$ cat src/rtl/pe_net_interface_if.sv
// Handshake bundle between a PE, its network interface, and one butterfly-tree leaf port.
// Signal names carry the direction as seen from the network interface (slave side).
interface pe_net_interface_if #(
    parameter int unsigned DataWidth = 36,
    parameter int unsigned AddrWidth = 4
);
    localparam int unsigned PayloadWidth = DataWidth - AddrWidth;

    // TX: PE -> interface -> network
    logic [PayloadWidth-1:0] i_pe_data;
    logic [AddrWidth-1:0]    i_pe_dest;
    logic                    i_pe_valid;
    logic                    o_pe_ready;
    logic [DataWidth-1:0]    o_data;
    logic                    o_data_valid;
    logic                    i_data_ready;

    // RX: network -> interface -> PE
    logic [DataWidth-1:0]    i_data;
    logic                    i_data_valid;
    logic                    o_data_ready;
    logic [PayloadWidth-1:0] o_pe_data;
    logic                    o_pe_valid;
    logic                    i_pe_ready;

    modport slave (
        input  i_pe_data, i_pe_dest, i_pe_valid, i_data_ready, i_data, i_data_valid, i_pe_ready,
        output o_pe_ready, o_data, o_data_valid, o_data_ready, o_pe_data, o_pe_valid
    );

    modport master (
        output i_pe_data, i_pe_dest, i_pe_valid, i_data_ready, i_data, i_data_valid, i_pe_ready,
        input  o_pe_ready, o_data, o_data_valid, o_data_ready, o_pe_data, o_pe_valid
    );
endinterface

$ cat src/rtl/pe_net_interface.sv
// PE network interface: TX flit packing FIFO and RX address-filtering FIFO with a
// saturating misroute counter. Both FIFOs are first-word-fall-through, no full bypass.
module pe_net_interface #(
    parameter int unsigned DataWidth     = 36,
    parameter int unsigned AddrWidth     = 4,
    parameter int unsigned MyAddr        = 0,
    parameter int unsigned FifoDepthLog2 = 2   // legal 1..6
) (
    input  logic                     i_sclk,
    input  logic                     i_reset,
    pe_net_interface_if.slave        bus,
    output logic [FifoDepthLog2:0]   o_tx_level,
    output logic [FifoDepthLog2:0]   o_rx_level,
    output logic [7:0]               o_misroute_count
);
    localparam int unsigned PayloadWidth = DataWidth - AddrWidth;
    localparam int unsigned PtrW         = FifoDepthLog2;
    localparam int unsigned LvlW         = FifoDepthLog2 + 1;
    localparam int unsigned Depth        = 1 << FifoDepthLog2;
    localparam logic [LvlW-1:0] DepthLvl = LvlW'(Depth);

    logic [DataWidth-1:0]    tx_mem_q [Depth];
    logic [PayloadWidth-1:0] rx_mem_q [Depth];

    logic [PtrW-1:0] tx_wr_q, tx_wr_d, tx_rd_q, tx_rd_d;
    logic [PtrW-1:0] rx_wr_q, rx_wr_d, rx_rd_q, rx_rd_d;
    logic [LvlW-1:0] tx_lvl_q, tx_lvl_d, rx_lvl_q, rx_lvl_d;
    logic [7:0]      mis_q, mis_d;
    // Holds both readys low during the first cycle after reset release.
    logic            run_q;

    logic tx_ready, tx_valid, tx_push, tx_pop;
    logic rx_ready, rx_valid, rx_accept, rx_match, rx_push, rx_drop, rx_pop;

    always_comb begin
        tx_ready  = run_q && (tx_lvl_q != DepthLvl);
        tx_valid  = (tx_lvl_q != '0);
        tx_push   = bus.i_pe_valid && tx_ready;
        tx_pop    = tx_valid && bus.i_data_ready;

        rx_ready  = run_q && (rx_lvl_q != DepthLvl);
        rx_valid  = (rx_lvl_q != '0);
        rx_accept = bus.i_data_valid && rx_ready;
        rx_match  = (bus.i_data[DataWidth-1 -: AddrWidth] == AddrWidth'(MyAddr));
        rx_push   = rx_accept && rx_match;
        rx_drop   = rx_accept && !rx_match;
        rx_pop    = rx_valid && bus.i_pe_ready;
    end

    always_comb begin
        tx_wr_d  = tx_push ? tx_wr_q + PtrW'(1) : tx_wr_q;
        tx_rd_d  = tx_pop  ? tx_rd_q + PtrW'(1) : tx_rd_q;
        tx_lvl_d = tx_lvl_q;
        unique case ({tx_push, tx_pop})
            2'b10:   tx_lvl_d = tx_lvl_q + LvlW'(1);
            2'b01:   tx_lvl_d = tx_lvl_q - LvlW'(1);
            default: tx_lvl_d = tx_lvl_q;
        endcase

        rx_wr_d  = rx_push ? rx_wr_q + PtrW'(1) : rx_wr_q;
        rx_rd_d  = rx_pop  ? rx_rd_q + PtrW'(1) : rx_rd_q;
        rx_lvl_d = rx_lvl_q;
        // A dropped flit never touches the level, so only push/pop matter here.
        unique case ({rx_push, rx_pop})
            2'b10:   rx_lvl_d = rx_lvl_q + LvlW'(1);
            2'b01:   rx_lvl_d = rx_lvl_q - LvlW'(1);
            default: rx_lvl_d = rx_lvl_q;
        endcase

        mis_d = (rx_drop && (mis_q != 8'hFF)) ? mis_q + 8'd1 : mis_q;
    end

    always_ff @(posedge i_sclk or negedge i_reset) begin
        if (!i_reset) begin
            tx_wr_q  <= '0;
            tx_rd_q  <= '0;
            tx_lvl_q <= '0;
            rx_wr_q  <= '0;
            rx_rd_q  <= '0;
            rx_lvl_q <= '0;
            mis_q    <= '0;
            run_q    <= 1'b0;
        end else begin
            tx_wr_q  <= tx_wr_d;
            tx_rd_q  <= tx_rd_d;
            tx_lvl_q <= tx_lvl_d;
            rx_wr_q  <= rx_wr_d;
            rx_rd_q  <= rx_rd_d;
            rx_lvl_q <= rx_lvl_d;
            mis_q    <= mis_d;
            run_q    <= 1'b1;
        end
    end

    // Storage needs no reset: the levels gate every read.
    always_ff @(posedge i_sclk) begin
        if (tx_push) tx_mem_q[tx_wr_q] <= {bus.i_pe_dest, bus.i_pe_data};
        if (rx_push) rx_mem_q[rx_wr_q] <= bus.i_data[PayloadWidth-1:0];
    end

    assign bus.o_pe_ready    = tx_ready;
    assign bus.o_data_valid  = tx_valid;
    assign bus.o_data        = tx_valid ? tx_mem_q[tx_rd_q] : '0;
    assign bus.o_data_ready  = rx_ready;
    assign bus.o_pe_valid    = rx_valid;
    assign bus.o_pe_data     = rx_valid ? rx_mem_q[rx_rd_q] : '0;
    assign o_tx_level        = tx_lvl_q;
    assign o_rx_level        = rx_lvl_q;
    assign o_misroute_count  = mis_q;
endmodule

$ cat src/flat_wrapper.sv
// flat-port wrapper written by rule: the top's interface ports become plain ports
module pe_net_interface_flat 
#(
    parameter int unsigned DataWidth     = 36,
    parameter int unsigned AddrWidth     = 4,
    parameter int unsigned MyAddr        = 0,
    parameter int unsigned FifoDepthLog2 = 2                
)
  (i_sclk, i_reset, o_tx_level, o_rx_level, o_misroute_count, bus_i_pe_data, bus_i_pe_dest, bus_i_pe_valid, bus_i_data_ready, bus_i_data, bus_i_data_valid, bus_i_pe_ready, bus_o_pe_ready, bus_o_data, bus_o_data_valid, bus_o_data_ready, bus_o_pe_data, bus_o_pe_valid);
  pe_net_interface_if #(.DataWidth(DataWidth), .AddrWidth(AddrWidth)) bus_i ();
  input  logic i_sclk;
  input  logic i_reset;
  output logic [FifoDepthLog2:0] o_tx_level;
  output logic [FifoDepthLog2:0] o_rx_level;
  output logic [7:0] o_misroute_count;
  input wire logic [$bits(bus_i.i_pe_data)-1:0] bus_i_pe_data;
  input wire logic [$bits(bus_i.i_pe_dest)-1:0] bus_i_pe_dest;
  input wire logic [$bits(bus_i.i_pe_valid)-1:0] bus_i_pe_valid;
  input wire logic [$bits(bus_i.i_data_ready)-1:0] bus_i_data_ready;
  input wire logic [$bits(bus_i.i_data)-1:0] bus_i_data;
  input wire logic [$bits(bus_i.i_data_valid)-1:0] bus_i_data_valid;
  input wire logic [$bits(bus_i.i_pe_ready)-1:0] bus_i_pe_ready;
  output wire logic [$bits(bus_i.o_pe_ready)-1:0] bus_o_pe_ready;
  output wire logic [$bits(bus_i.o_data)-1:0] bus_o_data;
  output wire logic [$bits(bus_i.o_data_valid)-1:0] bus_o_data_valid;
  output wire logic [$bits(bus_i.o_data_ready)-1:0] bus_o_data_ready;
  output wire logic [$bits(bus_i.o_pe_data)-1:0] bus_o_pe_data;
  output wire logic [$bits(bus_i.o_pe_valid)-1:0] bus_o_pe_valid;
  assign bus_i.i_pe_data = bus_i_pe_data;
  assign bus_i.i_pe_dest = bus_i_pe_dest;
  assign bus_i.i_pe_valid = bus_i_pe_valid;
  assign bus_i.i_data_ready = bus_i_data_ready;
  assign bus_i.i_data = bus_i_data;
  assign bus_i.i_data_valid = bus_i_data_valid;
  assign bus_i.i_pe_ready = bus_i_pe_ready;
  assign bus_o_pe_ready = bus_i.o_pe_ready;
  assign bus_o_data = bus_i.o_data;
  assign bus_o_data_valid = bus_i.o_data_valid;
  assign bus_o_data_ready = bus_i.o_data_ready;
  assign bus_o_pe_data = bus_i.o_pe_data;
  assign bus_o_pe_valid = bus_i.o_pe_valid;
  pe_net_interface #(.DataWidth(DataWidth), .AddrWidth(AddrWidth), .MyAddr(MyAddr), .FifoDepthLog2(FifoDepthLog2)) u_core (.i_sclk(i_sclk), .i_reset(i_reset), .bus(bus_i), .o_tx_level(o_tx_level), .o_rx_level(o_rx_level), .o_misroute_count(o_misroute_count));
endmodule
$ cat config.mk
export PLATFORM = sky130hd
export DESIGN_NAME = pe_net_interface_flat
export DESIGN_NICKNAME = d
export VERILOG_FILES = /design/src/rtl/pe_net_interface_if.sv /design/src/rtl/pe_net_interface.sv /design/src/flat_wrapper.sv
export SDC_FILE = /design/constraint.sdc
export NUM_CORES = 1
export LEC_CHECK = 0
export ABC_AREA = 1
export CAP_MARGIN = 20
export CORE_MARGIN = 1.5
export CORE_UTILIZATION = 35
export DETAILED_ROUTE_END_ITERATION = 12
export PLACE_DENSITY_LB_ADDON = 0.3
export SYNTH_ARGS = -nofsm -noshare
export SYNTH_HDL_FRONTEND = slang
export SYNTH_SLANG_ARGS = --single-unit
$ cat constraint.sdc
create_clock -name i_sclk -period 2.96 [get_ports i_sclk]
set_input_delay 0.444 -clock i_sclk [delete_from_list [all_inputs] [get_ports i_sclk]]
set_output_delay 0.444 -clock i_sclk [all_outputs]
set_load 0.02 [all_outputs]
-- Word level (Yosys, flattened, before mapping)
Memories as Yosys holds them, arrays and structs flattened.
Cells that the tools add are included.
- register bits after elaboration: 23
- memories: 2
- bits in writable memories: 272
- multiplexer cells: 8
- add/subtract/negate cells: 9
- reductions and logical operators: 15
- equal/unequal tests: 7
- memories (name ; depth ; width ; rd ports ; clocked after Yosys merged registers in ; write ports ; line ; RTL):
    u_core.tx_mem_q ; 4 ; 36 ; 1 ; 0 ; 1 ; pe_net_interface.sv:22 ; logic [DataWidth-1:0] tx_mem_q [Depth];
    u_core.rx_mem_q ; 4 ; 32 ; 1 ; 0 ; 1 ; pe_net_interface.sv:23 ; logic [PayloadWidth-1:0] rx_mem_q [Depth];
- operators by type and width (cell ; count):
    $mux 36 ; 1
    $mux 32 ; 1
    $pmux 3 s2 ; 2
    $logic_and 1x1->1 ; 9
    $add 2x1->2 const B ; 4
    $add 8x1->8 const B ; 1
    $ne 8x8->1 const B ; 1
    $add 3x1->3 const B ; 2
    $ne 3x3->1 const B ; 2
    $reduce_bool 3->1 ; 2
    $sub 3x1->3 const B ; 2
    $eq 2x1->1 const B ; 2
    $eq 2x2->1 const B ; 2
    $logic_not 4->1 ; 1
    $mux 1 ; 4
    $reduce_bool 2->1 ; 2
    $logic_not 1->1 ; 1

-- Depth between registers and ports, before layout
- depth in word-level cells: 6
- mapped depth: 12
- mapped depth without buffers: 12

-- Worst setup path before layout
Ideal clock, no wire load.
- path type: reg-to-reg
- from: reg u_core.tx_lvl_q[0] (netlist: u_core.o_tx_level[0])
- to: mem u_core.tx_mem_q[0][0], enable pin
- data arrival time: 2.484 ns
- data required time: 2.531 ns
- library setup time: 0.429 ns
- stages on the path, launching flop included: 5
- path slack: 0.047 ns
- path through: dfrtp_1 inv_1 nand3_1 nand3_1 nor2_1
- longest elaborated chain between the ends: 5
- RTL lines (element ; line ; RTL):
    from (decl) ; pe_net_interface.sv:27 ; logic [LvlW-1:0] tx_lvl_q, tx_lvl_d, rx_lvl_q, rx_lvl_d;
    from (signal assigned) ; pe_net_interface.sv:86 ; tx_lvl_q <= tx_lvl_d;
    $ne 3x3->1 ; pe_net_interface.sv:36 ; tx_ready = run_q && (tx_lvl_q != DepthLvl);
    $logic_and 1x1->1 ; pe_net_interface.sv:36 ;
    $logic_and 1x1->1 ; pe_net_interface.sv:38 ; tx_push = bus.i_pe_valid && tx_ready;
    $mux 1 ; pe_net_interface.sv:97 ; if (tx_push) tx_mem_q[tx_wr_q] <= {bus.i_pe_dest, bus.i_pe_data};
    $mux 1 (not written as such) ; pe_net_interface.sv:97 ;
    to (decl) ; pe_net_interface.sv:22 ;
Every way passes these cells.

-- Worst setup path in the final report
- from: reg u_core.rx_rd_q[0]
- to: out bus_o_pe_data[1]
- longest elaborated chain between the ends: 2
- RTL lines (element ; line ; RTL):
    from (decl) ; pe_net_interface.sv:26 ; logic [PtrW-1:0] rx_wr_q, rx_wr_d, rx_rd_q, rx_rd_d;
    from (signal assigned) ; pe_net_interface.sv:88 ; rx_rd_q <= rx_rd_d;
    $mem_v2 4x32 ; -- ;
    $mux 32 ; pe_net_interface.sv:106 ; assign bus.o_pe_data = rx_valid ? rx_mem_q[rx_rd_q] : '0;
    to (decl) ; flat_wrapper.sv:27 ; output wire logic [$bits(bus_i.o_pe_data)-1:0] bus_o_pe_data;
Every way passes these cells.

==> out/summary.txt <==
status: finished, final reports clean
Pleak: 0.00531 uW
switching power: 5720 uW
Hold/Removal Path Class: primary input to asynchronous set/reset pin
fmax: 356 MHz
Synth area leaders: edfxtp_1, nor2_1, dfrtp_1
Antenna Cells: 0
Layout area overhead: 29.0%
Clock Sinks: 295
CTS tree: built
Unique masters post-synth: 26
Post-Route WL: 26600 um
Synth Cell Area: 11900 um2
antenna-violating nets left: 0
clock skew: 0.0233 ns
clk_lat worst skew: 0.51 ns
number of flops mapped to enable cells by yosys: 272
WS Path Type: flop to output pin
first-pass GRT wire length: 42600 um
ys async rst share: 7.80%
Power Density: 1030 nW/um2
RSZ-0062 raised after global routing: false
worst reg-to-reg setup slack: 0.70 ns
Clk pwr share: 25.6%
clock buffer depth: 3
CTS buffer count: 34
worst vdd ir: 0.551 mV
CTS Root Cell: clkbuf_16
max-slew violation count: 0
drt initial violations: 505
Post-CTS Hold Buffers: 0
crit path capture type: output pin
filler instances: 3003
Tcrit/Tclk final: 95.0%
Die Width: 187 um
top cell type's share of synthesized area: 68.7%
GRT Residual Overflow: 0
worst r2r path cells: 11
H-tree lvl count: 2
Layout Nets: 1239
register area share after synthesis: 73.5%
share of layout cells above drive strength 1: 8.03%
DP Area: 14200 um2
combinational power share: 42.1%
Die Y: 187 um
post-route cell area: 15400 um2
Synthesized Nets: 1062
antenna violations before repair: 1
most crowded layer after global routing: met2
Switching Share: 36.0%
MaxCap Viol Count: 0
gpl congestion: 0.726
Core Region: 33500 um2
crit-path max FO: 64
most common cell after layout, fill and taps aside: nor2_1
P_int: 10200 uW
vias per inst: 4.67
Synth warnings: 0
Flop pwr share: 32.2%
DRC Markers: 0
die area: 35100 um2
Worst-path clk slew: 0.06 ns
Pwr Total: 15900 uW
vias: 7560
drt first pass iters: 5
Synth area leader: edfxtp_1
I/O pin count: 164
Syn Area/Cell: 12.3 um2
met3 usage: 3.26%
synthesis-stage register bit count: 295
Post-Route Setup TNS: 0 ns
CP Capture Point: bus_o_pe_data[1]
gr usage total: 15.4%
Crit path required time: 2.52 ns
WL/cell: 16.4 um
synthesized instance count: 971
most frequent cells in the layout: nor2_1, edfxtp_1, clkdlybuf4s50_1
dominant register cell in the synthesized netlist: edfxtp_1
M2 GR Usage: 26.3%
min cycle time layout: 2.81 ns
initial core utilization: 35.5%
crit path from: u_core.rx_rd_q[0]
CP startpoint kind: flop
Fin. Hold Viols: 0
largest net degree at the start of global routing: 65
port buffer count: 163
std cell rows: 67
reg2reg start: u_core.o_rx_level[0]
met1 GRT Util: 19.8%
FF-to-FF End: u_core.o_rx_level[2]
endpoints failing setup: 0
DP Wirelength: 15000 um
WP data arrival: 2.37 ns
number of global-route vias before repair: 7751
worst max-delay path, stage by stage, from the launching register on:
cell	delay, ns
dfrtp_2	0.46
inv_2	0.09
buf_12	0.24
o21ai_0	0.15
a21oi_1	0.24
clkdlybuf4s50_1	0.65
power by group through the flow:
stage | Clock [uW] | Sequential [uW] | Combinational (uW)
floorplan | 0 | 5240 | 3850
global placement | 0 | 5210 | 6660
detailed placement | 0 | 5220 | 6710
CTS | 4170 | 5120 | 6790
global route | 4340 | 5160 | 7350
finish | 4070 | 5120 | 6690
worst min path at each step:
stage / cells after the start / startpoint / endpoint / slack (ns)
global placement: 1 / u_core.o_rx_level[0] / u_core.o_rx_level[0] / 0.52
finish: 2 / i_reset / u_core.tx_rd_q[0] / 0.31
CTS: 2 / i_reset / u_core.tx_rd_q[0] / 0.30
global route: 2 / i_reset / u_core.o_misroute_count[1] / 0.32
floorplan: 0 / i_reset / u_core.o_misroute_count[0] / 0.15
detailed placement: 1 / u_core.o_rx_level[0] / u_core.o_rx_level[0] / 0.52
cell families after synthesis:
| family | count (synthesis) | share of synthesized area, % |
|---|---|---|
| flops | 295 | 73.5 |
| compound gates | 215 | 9.06 |
| fa+ha+maj | 13 | 1.49 |
| xor+xnor | 13 | 0.957 |
| other cells | 1 | 0.0315 |
| buf+inv | 88 | 3.68 |
| simple gates | 346 | 11.3 |
synth_stat cells (8+ instances only):
library cell and count:
a21oi_1 72, o21ai_0 74, clkbuf_1 19, inv_1 36, nand2_1 37, nor2_1 289, buf_6 10, nand3_1 12
buf_2 17, o21ai_1 68, dfrtp_1 23, ha_1 11, xor2_1 8, edfxtp_1 272
layer usage:
layer,share of wire [%],up-vias
met3,5.1,36
met5,0.049,-
met1,44,3624
met4,1.9,2
li1,-,3734
met2,49,164
layout make-up:
type,instances,area [um2],share of cell area (%)
clock inverter,13,163,1.06
sequential,295,8750,57.0
tap,448,561,3.65
multi-input combinational,588,2780,18.1
inverter,39,146,0.954
clock buffer,46,937,6.10
timing repair buffer,190,2020,13.2
registers in the layout (all words and copies together) (netlist names):
register / count
u_core.o_tx_level: 3
u_core.rx_rd_q: 2
u_core.tx_mem_q: 144
u_core.tx_wr_q: 2
u_core.rx_mem_q: 128
u_core.rx_wr_q: 2
u_core.o_rx_level: 3
u_core.run_q: 1
u_core.tx_rd_q: 2
u_core.o_misroute_count: 8
repair_timing:
action	CTS	global route
buffers inserted	2	0
pin swaps	0	0
setup endpoints to repair	2	7
cloned	0	0
resized for setup	0	3
per-stage QoR:
stage	hold slack, ns	util, %	std cells	worst slack (ns)
3_3_place_gp	0.523	42.4	1558	0.523
5_1_grt	0.322	45.8	1619	0.00680
3_5_place_dp	0.516	42.4	1558	0.482
2_1_floorplan	0.148	-	971	0.0471
6_report	0.311	45.8	1619	0.149
4_1_cts	0.303	45.8	1619	0.0719
(Power assumes the default switching activity.)
